[src/rtl/card_ram_arbiter.sv]
`timescale 1ns/1ps
// Card RAM arbiter: shuffler, card-getter and display peek share one sync RAM.
// Define CARD_ARB_RR_EN for round-robin between get and peek (else get > peek).
module card_ram_arbiter #(
  parameter int ADDR_W    = 6,
  parameter int DATA_W    = 6,
  parameter int DECK_SIZE = 52
) (
  input  logic              CLOCK_50,
  input  logic              hardRes,
  input  logic              shuf_req,
  input  logic              shuf_lock,
  input  logic              shuf_we,
  input  logic [ADDR_W-1:0] shuf_adr,
  input  logic [DATA_W-1:0] shuf_din,
  output logic              shuf_ack,
  input  logic              get_req,
  input  logic [ADDR_W-1:0] get_adr,
  output logic              get_ack,
  input  logic              peek_req,
  input  logic [ADDR_W-1:0] peek_adr,
  output logic              peek_ack,
  output logic [DATA_W-1:0] rdata,
  output logic [ADDR_W-1:0] ram_adr,
  output logic [DATA_W-1:0] ram_din,
  output logic              ram_we,
  input  logic [DATA_W-1:0] ram_dout,
  output logic              busy,
  output logic [1:0]        owner,
  output logic              oob_err
);

  typedef enum logic [1:0] {
    IDLE,
    ACCESS,
    RDWAIT,
    ACK
  } state_t;

  localparam logic [1:0] OWN_NONE = 2'd0;
  localparam logic [1:0] OWN_SHUF = 2'd1;
  localparam logic [1:0] OWN_GET  = 2'd2;
  localparam logic [1:0] OWN_PEEK = 2'd3;

  state_t     state;
  logic       locked;
  logic       oob_pend;
  logic [1:0] grant;
  logic [1:0] tie_pick;
  logic       oob_hit;

  assign oob_hit = 32'(shuf_adr) >= 32'(DECK_SIZE);
  assign busy    = (state != IDLE);

`ifdef CARD_ARB_RR_EN
  // rr_pref set means peek wins the next get/peek tie
  logic rr_pref;

  assign tie_pick = rr_pref ? OWN_PEEK : OWN_GET;

  always_ff @(posedge CLOCK_50 or posedge hardRes) begin
    if (hardRes) begin
      rr_pref <= 1'b0;
    end else if (state == IDLE) begin
      if (grant == OWN_GET)
        rr_pref <= 1'b1;
      else if (grant == OWN_PEEK)
        rr_pref <= 1'b0;
    end
  end
`else
  assign tie_pick = OWN_GET;
`endif

  // While a burst lock holds, only the shuffler may be granted
  always_comb begin
    grant = OWN_NONE;
    if (shuf_req)
      grant = OWN_SHUF;
    else if (locked && shuf_lock)
      grant = OWN_NONE;
    else if (get_req && peek_req)
      grant = tie_pick;
    else if (get_req)
      grant = OWN_GET;
    else if (peek_req)
      grant = OWN_PEEK;
  end

  always_ff @(posedge CLOCK_50 or posedge hardRes) begin
    if (hardRes) begin
      state    <= IDLE;
      owner    <= OWN_NONE;
      locked   <= 1'b0;
      oob_pend <= 1'b0;
      ram_adr  <= '0;
      ram_din  <= '0;
      ram_we   <= 1'b0;
      rdata    <= '0;
      shuf_ack <= 1'b0;
      get_ack  <= 1'b0;
      peek_ack <= 1'b0;
      oob_err  <= 1'b0;
    end else begin
      shuf_ack <= 1'b0;
      get_ack  <= 1'b0;
      peek_ack <= 1'b0;
      oob_err  <= 1'b0;
      unique case (state)
        IDLE: begin
          locked <= locked && shuf_lock;
          if (grant != OWN_NONE) begin
            state <= ACCESS;
            owner <= grant;
            if (grant == OWN_SHUF) begin
              ram_adr  <= shuf_adr;
              ram_din  <= shuf_din;
              ram_we   <= shuf_we && !oob_hit;
              oob_pend <= shuf_we && oob_hit;
            end else begin
              ram_adr  <= (grant == OWN_GET) ? get_adr : peek_adr;
              ram_din  <= '0;
              ram_we   <= 1'b0;
              oob_pend <= 1'b0;
            end
          end else begin
            owner <= (locked && shuf_lock) ? OWN_SHUF : OWN_NONE;
          end
        end
        ACCESS: begin
          ram_we <= 1'b0;
          state  <= RDWAIT;
        end
        RDWAIT: begin
          rdata   <= ram_dout;
          oob_err <= oob_pend;
          state   <= ACK;
          unique case (owner)
            OWN_SHUF: shuf_ack <= 1'b1;
            OWN_GET:  get_ack  <= 1'b1;
            OWN_PEEK: peek_ack <= 1'b1;
            default:  ;
          endcase
        end
        ACK: begin
          state    <= IDLE;
          oob_pend <= 1'b0;
          if (owner == OWN_SHUF && shuf_lock) begin
            locked <= 1'b1;
          end else begin
            locked <= 1'b0;
            owner  <= OWN_NONE;
          end
        end
        default: state <= IDLE;
      endcase
    end
  end

endmodule
[config.mk]
export PLATFORM = sky130hd
export DESIGN_NAME = card_ram_arbiter
export DESIGN_NICKNAME = d
export VERILOG_FILES = /design/src/rtl/card_ram_arbiter.sv
export SDC_FILE = /design/constraint.sdc
export NUM_CORES = 1
export LEC_CHECK = 0
export BUFFER_PORTS_ARGS = -buffer_cell sky130_fd_sc_hd__clkbuf_2
export CORE_ASPECT_RATIO = 0.6
export CORE_MARGIN = 1.5
export CORE_UTILIZATION = 51
export DETAILED_ROUTE_END_ITERATION = 8
export GPL_TIMING_DRIVEN = 1
export PLACE_DENSITY = 0.85
export SYNTH_ARGS = -nofsm -noshare
export SYNTH_HDL_FRONTEND = slang
export SYNTH_SLANG_ARGS = --single-unit
[constraint.sdc]
create_clock -name CLOCK_50 -period 3.1 [get_ports CLOCK_50]
set_input_delay 0.93 -clock CLOCK_50 [delete_from_list [all_inputs] [get_ports CLOCK_50]]
set_output_delay 0.93 -clock CLOCK_50 [all_outputs]
set_load 0.02 [all_outputs]
# After elaboration in Yosys (flattened, before gate mapping)
# Cells that the tools add are included.
[word_totals] output_inout_bits=26 register_bits=29 elab_cells=67
[classes] n_reduce_logical=15 magnitude_cmp=1 muxes=29 eq_ne=10
[op_table] cell="2-to-1 mux 6 bit" n=3
[op_table] cell="2-to-1 mux 2 bit" n=8
[op_table] cell="2-to-1 mux 1 bit" n=13
[op_table] cell="equality test 2 bit, second input constant" n=5
[op_table] cell="case mux 2 bit (4 select lines)" n=1
[op_table] cell="AND reduction 2 bit" n=4
[op_table] cell="nonzero test 2 bit" n=4
[op_table] cell="equality test 2 x 1 -> 1 bit, second input constant" n=3
[op_table] cell=">= comparator 6 bit, second input constant" n=1
[op_table] cell="case mux 1 bit (2 select lines)" n=3
[op_table] cell="logical AND 1 bit" n=5
[op_table] cell="inequality test 2 bit, second input constant" n=2
[op_table] cell="case mux 2 bit (2 select lines)" n=1
[op_table] cell="zero test 2 bit" n=1
[op_table] cell="zero test 1 bit" n=1

# Depth between registers and ports, before layout
# Gate-level depths: netlist (run 1).
[logic_depth] ltp_word=9 ltp_mapped=5 mapped_depth_nobuf=5

# Worst setup path after synthesis (run 1)
# OpenSTA, ideal clock, no wires.
[synth_timing] path_type="reg2out" start="reg state[0]" end="out busy" path_stages_with_launch=4 arrival_time_ns=0.927 slack_ns=1.243 path_buffers=0 path_cell_list="dfrtp_1 -> inv_1 -> ha_1 -> inv_1"
[synth_between] elab_chain_cells=1
[synth_rtl] element="start: declaration" line_no="45" source="state_t state;"
[synth_rtl] element="start signal: assignment" line_no="92" source="state <= IDLE;"
[synth_rtl] element="start signal: assignment" line_no="113" source="state <= ACCESS;"
[synth_rtl] element="start signal: assignment" line_no="132" source="state <= RDWAIT;"
[synth_rtl] element="nonzero test 2 bit" line_no="53" source="assign busy = (state != IDLE);"
[synth_rtl] element="end: declaration" line_no="28" source="output logic busy,"
# Every way passes these cells.

# Final worst setup path (run 1)
[layout_timing] start="reg state[1]" end="out busy"
# The elaborated chain is that of the path after synthesis.

==> metrics.cfg, run 1 <==
[timing]
holdWs_ns=0.507
period_minus_slack_ns=2.51
worst_slew_pin_slew_ns=1.06
finalCritPeriodShare=0.809
hold_violations=0
rsz0062_at_grt=no
clock_skew_ns=0.00597
slew_headroom=0.296
fin_setup_tns_ns=0
setup_viol=0
drv_slew=0
timing.fmax_mhz=399

[worst_setup_path]
critical_path_class=reg2out
crit_path_end_kind=primary output
crit_path_max_fanout=16
required_ns=2.17
worstPathArrival_ns=1.58
start_kind=flop

[synth]
ys_seq_area_frac=0.490
synth_edf_count=0
synth_area_per_cell_um2=11.7
ys_warn_count=0
syn-num-nets=168
syn_area_um2=1480
ys.flop_type=dfrtp_1
ys_ff_latch=29
yosys.area.top_type=dfrtp_1
syn_inst=127
synth_area_leaders=dfrtp_1 49%, a221oi_2 6.1%, mux2_2 4.6%, inv_1 3.5%, a22o_1 3.5%
synthArstFlopShare=1.00
synth.distinct_cells=36
yosysTopAreaCellShare=0.490

[place]
dp_cells=216
gp_congestion=0.816
io_buffers=62
hpwl_mm=2.83

[floorplan]
die_w_um=72.6
die_h_um=44.7
die_area_um2=3250
initial_core_util=0.564
num_rows=14
core_region_area_um2=2630
ios=63

[clock_network]
cts_buffers=5
clk_pin_slew_ns=0.06
clock_sinks=29
ctsHtreeMaxLevel=2
hold_buffers=0
cts_tree=done
cts_resized=0
postCtsSetupRepairBufs=0
root_buffer=clkbuf_8
ctsLongestPathBuffers=2
clock_latency_ns=0.27

[final_layout]
mostFrequentLayoutCell=clkbuf_2
seq_area_um2=726
layout.nets=232
multiInputGateArea_um2=662
antenna_cells=0
final_cell_mix=62 x clkbuf_2, 29 x dfrtp_1, 14 x inv_1
drive_above_1_share=0.490
final_cells=224
syn2layout_area_growth_pct=28.2
num-fill-cells=194

[grt]
grt_use_total=0.253
antenna_found_initial=0
grt_pass1_vias=1234
grt_pass1_wl_mm=5.83
grt_overflow=0
grt_max_degree=30

[outcome]
outcome=finished clean

[drt]
drt_iter0_markers=80
route.detailed.drc=0
first_pass_iters=4
vias_per_cell=5.63
wl_mm=3.70
drtAntennaViolNets=0
wl_per_cell_um=16.5
vias=1260

[run]
drv_cap=0

[power_and_ir_drop]
peakVddDrop_uv=579
leakage_nw=0.962
power_density_nw_per_um2=998

[worst_hold_path]
min_path_type=reg2reg

-- cells by family (layout without fill, tap and decap cells) --
group	after synthesis	in the layout	share of synthesized area
fa+ha+maj	4	4	0.0338
simple gates	24	24	0.0954
compound gates	43	43	0.262
flops	29	29	0.490
buf+inv	20	85	0.0633
mux	7	7	0.0557
-- critical path, stage by stage, from the launching register on --
cell	delay (ns)
dfrtp_1	0.41
inv_1	0.09
ha_1	0.19
buf_4	0.19
inv_1	0.20
clkbuf_2	0.22
-- area by class of cell --
class | count | area share
timing repair buffer | 63 | 0.167
multi-input combinational | 78 | 0.348
sequential | 29 | 0.382
inverter | 14 | 0.0277
tap | 32 | 0.0211
clock inverter | 1 | 0.00264
clock buffer | 7 | 0.0507
-- registers in the layout, summed over array words and instances, names as in the netlist, 2 cells and up --
signal   flops
owner        2
ram_adr      6
ram_din      6
rdata        6
state        2
-- report_power, final --
group	internal [W]	leakage, nW	switching [W]
Combinational	0.000355	0.541	0.000550
Clock	0.000200	0.0542	0.000132
Sequential	0.000544	0.367	0.000115
-- cell usage after synthesis (all sizes together) (3+ instances only) --
library cell / count
a21oi: 4
a221oi: 6
a22o: 6
a22oi: 3
and2: 7
buf: 5
dfrtp: 29
ha: 4
inv: 14
mux2: 7
nand2: 4
nor2: 5
o21ai: 9
o32ai: 6
-- per-stage QoR --
step                cell area [um^2]  setup WS (ns)  utilization  total power [W]
finish                          1900          0.593        0.723          0.00190
global route                    1900          0.521        0.723          0.00202
CTS                             1900          0.620        0.723          0.00190
detailed placement              1800          0.942        0.684          0.00156
global placement                1800           1.02        0.684          0.00151
floorplan                       1480           1.24            -          0.00126
-- routing by layer --
| metal | vias to the layer above | part of all wire | track usage |
|---|---|---|---|
| met5 | - | 0 | 0 |
| met4 | 0 | 0.013 | 0.0868 |
| met3 | 6 | 0.072 | 0.0960 |
| met2 | 56 | 0.45 | 0.391 |
| met1 | 604 | 0.46 | 0.334 |
| li1 | 594 | - | - |
-- final timing paths --
check                                     start  slack (ns)  cells after the start                      to
max                        state[1]$_DFFE_PP0P_        0.59                      5                    busy
max reg2reg                state[1]$_DFFE_PP0P_        1.43                      6  ram_adr[5]$_DFFE_PP0P_
min                        rdata[2]$_DFFE_PP0P_        0.51                      1    rdata[2]$_DFFE_PP0P_
min in group asynchronous               hardRes        0.89                      2  ram_din[4]$_DFFE_PP0P_
max in group asynchronous               hardRes        1.57                      2    oob_pend$_DFFE_PP0P_
min reg2reg                rdata[2]$_DFFE_PP0P_        0.51                      1    rdata[2]$_DFFE_PP0P_
(Power assumes the default switching activity.)
==> inputs of run 2 (changes only) <==
--- a/config.mk
+++ b/config.mk
@@ -5,13 +5,14 @@
 export SDC_FILE = /design/constraint.sdc
 export NUM_CORES = 1
 export LEC_CHECK = 0
+export ABC_AREA = 1
 export BUFFER_PORTS_ARGS = -buffer_cell sky130_fd_sc_hd__clkbuf_2
 export CORE_ASPECT_RATIO = 0.6
 export CORE_MARGIN = 1.5
-export CORE_UTILIZATION = 51
+export CORE_UTILIZATION = 42
 export DETAILED_ROUTE_END_ITERATION = 8
 export GPL_TIMING_DRIVEN = 1
-export PLACE_DENSITY = 0.85
+export PLACE_DENSITY = 0.75
 export SYNTH_ARGS = -nofsm -noshare
 export SYNTH_HDL_FRONTEND = slang
 export SYNTH_SLANG_ARGS = --single-unit
==> constraint.sdc (replaced) <==
create_clock -name CLOCK_50 -period 2.1 [get_ports CLOCK_50]
set_input_delay 0.63 -clock CLOCK_50 [delete_from_list [all_inputs] [get_ports CLOCK_50]]
set_output_delay 0.63 -clock CLOCK_50 [all_outputs]
set_load 0.02 [all_outputs]
==> metrics.cfg, run 2 <==
[drt]
drt_iter0_markers=65
drtAntennaViolNets=0
first_pass_iters=4
vias=1327
vias_per_cell=4.66
route.detailed.drc=0
wl_mm=3.32
wl_per_cell_um=11.7

[place]
io_buffers=62
dpl_worst_slack_ns=0.492
gp_congestion=0.818
hpwl_mm=2.45
placed_cell_area_um2=1780
dp_cells=277

[timing]
slew_headroom=0.750
fin_setup_tns_ns=0
setup_viol=0
drv_slew=0
hold_violations=0
timing.fmax_mhz=526
worst_slew_pin_slew_ns=0.375
rsz0062_at_grt=no
period_minus_slack_ns=1.90
finalCritPeriodShare=0.906
setup_ws_ns=0.197
clock_skew_ns=0.00317

[grt]
grt_use_total=0.196
antenna_found_initial=0
grt_pass1_wl_mm=5.71
grt_pass1_vias=1272
grt_max_degree=30
grt_overflow=0

[final_layout]
final_area_um2=1860
final_cells=285
drive_above_1_share=0.354
syn2layout_area_growth_pct=28.2
final_cell_mix=73 x nand2_1, 62 x clkbuf_2, 29 x dfrtp_1
antenna_cells=0
mostFrequentLayoutCell=nand2_1
largestRegisters=ram_adr (6), ram_din (6), rdata (6)
layout.nets=280

[power_and_ir_drop]
leakage_nw=1.08
p_total_w=0.00259
peakVddDrop_uv=816
power_density_nw_per_um2=1390

[run]
drv_cap=0

[synth]
yosysTopAreaCellShare=0.500
synth_common_cells=73 x nand2_1, 29 x dfrtp_1, 12 x nand3_1
syn_area_um2=1450
ys_seq_area_frac=0.500
ys_warn_count=0
syn-num-nets=215
synthArstFlopShare=1.00
syn_inst=174
ys_ff_latch=29
synth_area_leaders=dfrtp_1 50%, nand2_1 19%, nand3_1 4.1%, ha_1 3.5%, a31oi_1 2.6%
yosys.area.top_type=dfrtp_1
synth.most_common_cell=nand2_1
synth.distinct_cells=23
synth_area_per_cell_um2=8.33
ys.flop_type=dfrtp_1
synth_edf_count=0

[clock_network]
ctsHtreeMaxLevel=2
cts_tree=done
clock_latency_ns=0.28
clock_sinks=29
cts_buffers=5
clk_pin_slew_ns=0.06
root_buffer=clkbuf_8
ctsLongestPathBuffers=2
hold_buffers=0
postCtsSetupRepairBufs=0
cts_resized=0

[worst_setup_path]
worstPathArrival_ns=1.27
crit_path_top_delay_cell=dfrtp_1
cp_common_cell=inv_1
start_kind=flop
required_ns=1.47
crit_path_end_kind=primary output
crit_path_max_fanout=5
cp_cell_sequence=inv_1 -> ha_1 -> inv_1 -> clkbuf_2
critical_path_class=reg2out
cp_slowest_stage_delay_ns=0.39

[floorplan]
num_rows=16
die_area_um2=3830
initial_core_util=0.442
ios=63
die_w_um=78.9
core_region_area_um2=3280
die_h_um=48.5

[worst_hold_path]
min_path_type=in2async

[outcome]
outcome=finished clean

run 2: cell types whose count changed after synthesis, moves of 4 or more:
cell / previous run / this run
and2_1: 7 / 0
a22o_1: 6 / 1
o21ai_0: 8 / 3
nand3_1: 1 / 12
nor2_1: 3 / 9
a31oi_1: 2 / 6
nand2_1: 3 / 73
a221oi_2: 6 / 0
inv_1: 14 / 8
mux2_2: 6 / 0
nor2_2: 2 / 6
nor3_1: 0 / 4
o32ai_1: 5 / 0
run 2: critical path, delay by kind of cell (launching register included):
family	cells	cell delay (ns)
fa+ha+maj	1	0.21
flops	1	0.39
buf+inv	3	0.40
run 2: final timing paths:
kind / startpoint / end / slack, ns / cells past startpoint
min: hardRes / peek_ack$_DFF_PP0_ / 0.39 / 3
max in group asynchronous: hardRes / ram_adr[3]$_DFFE_PP0P_ / 1.43 / 3
max: state[0]$_DFFE_PP0P_ / busy / 0.20 / 4
max reg2reg: state[0]$_DFFE_PP0P_ / peek_ack$_DFF_PP0_ / 0.56 / 4
min reg2reg: rdata[3]$_DFFE_PP0P_ / rdata[3]$_DFFE_PP0P_ / 0.47 / 2
min in group CLOCK_50: rdata[3]$_DFFE_PP0P_ / rdata[3]$_DFFE_PP0P_ / 0.47 / 2
run 2: logic make-up (layout without fill, tap and decap cells):
kind of cell,after synthesis,after routing,share of synthesized area
buf+inv,17,83,0.0708
simple gates,110,110,0.329
fa+ha+maj,4,4,0.0345
compound gates,14,14,0.0656
flops,29,29,0.500
run 2: final cells by class:
type / instances / area [um^2]
repair buffers: 65 / 333
clock inverters: 2 / 10.0
flip-flops and latches: 29 / 726
multi-input cells: 128 / 622
inverters: 10 / 40.0
fillers: 331 / 1420
well taps: 45 / 56.3
clock buffers: 6 / 72.6
run 2: routing by layer:
layer  wire, um  up-vias  GRT usage  part of all wire
li1           -      683          -                 -
met1       1660      591      0.280              0.50
met2       1390       46      0.289              0.42
met3        230        7     0.0547             0.069
met4         43        0     0.0673             0.013
met5          0        -          0                 0
run 2: through the flow:
step | util | hold WS, ns
after detailed placement | 0.541 | 0.458
after global placement | 0.541 | 0.457
after CTS | 0.566 | 0.404
after global routing | 0.566 | 0.462
final | 0.566 | 0.394
after floorplan | - | 0.433
run 2: power breakdown:
part / internal (W) / switching, W / leakage (nW)
logic: 0.000410 / 0.000820 / 0.664
clock network: 0.000229 / 0.000209 / 0.0450
registers: 0.000788 / 0.000132 / 0.370
total: 0.00143 / 0.00116 / 1.08
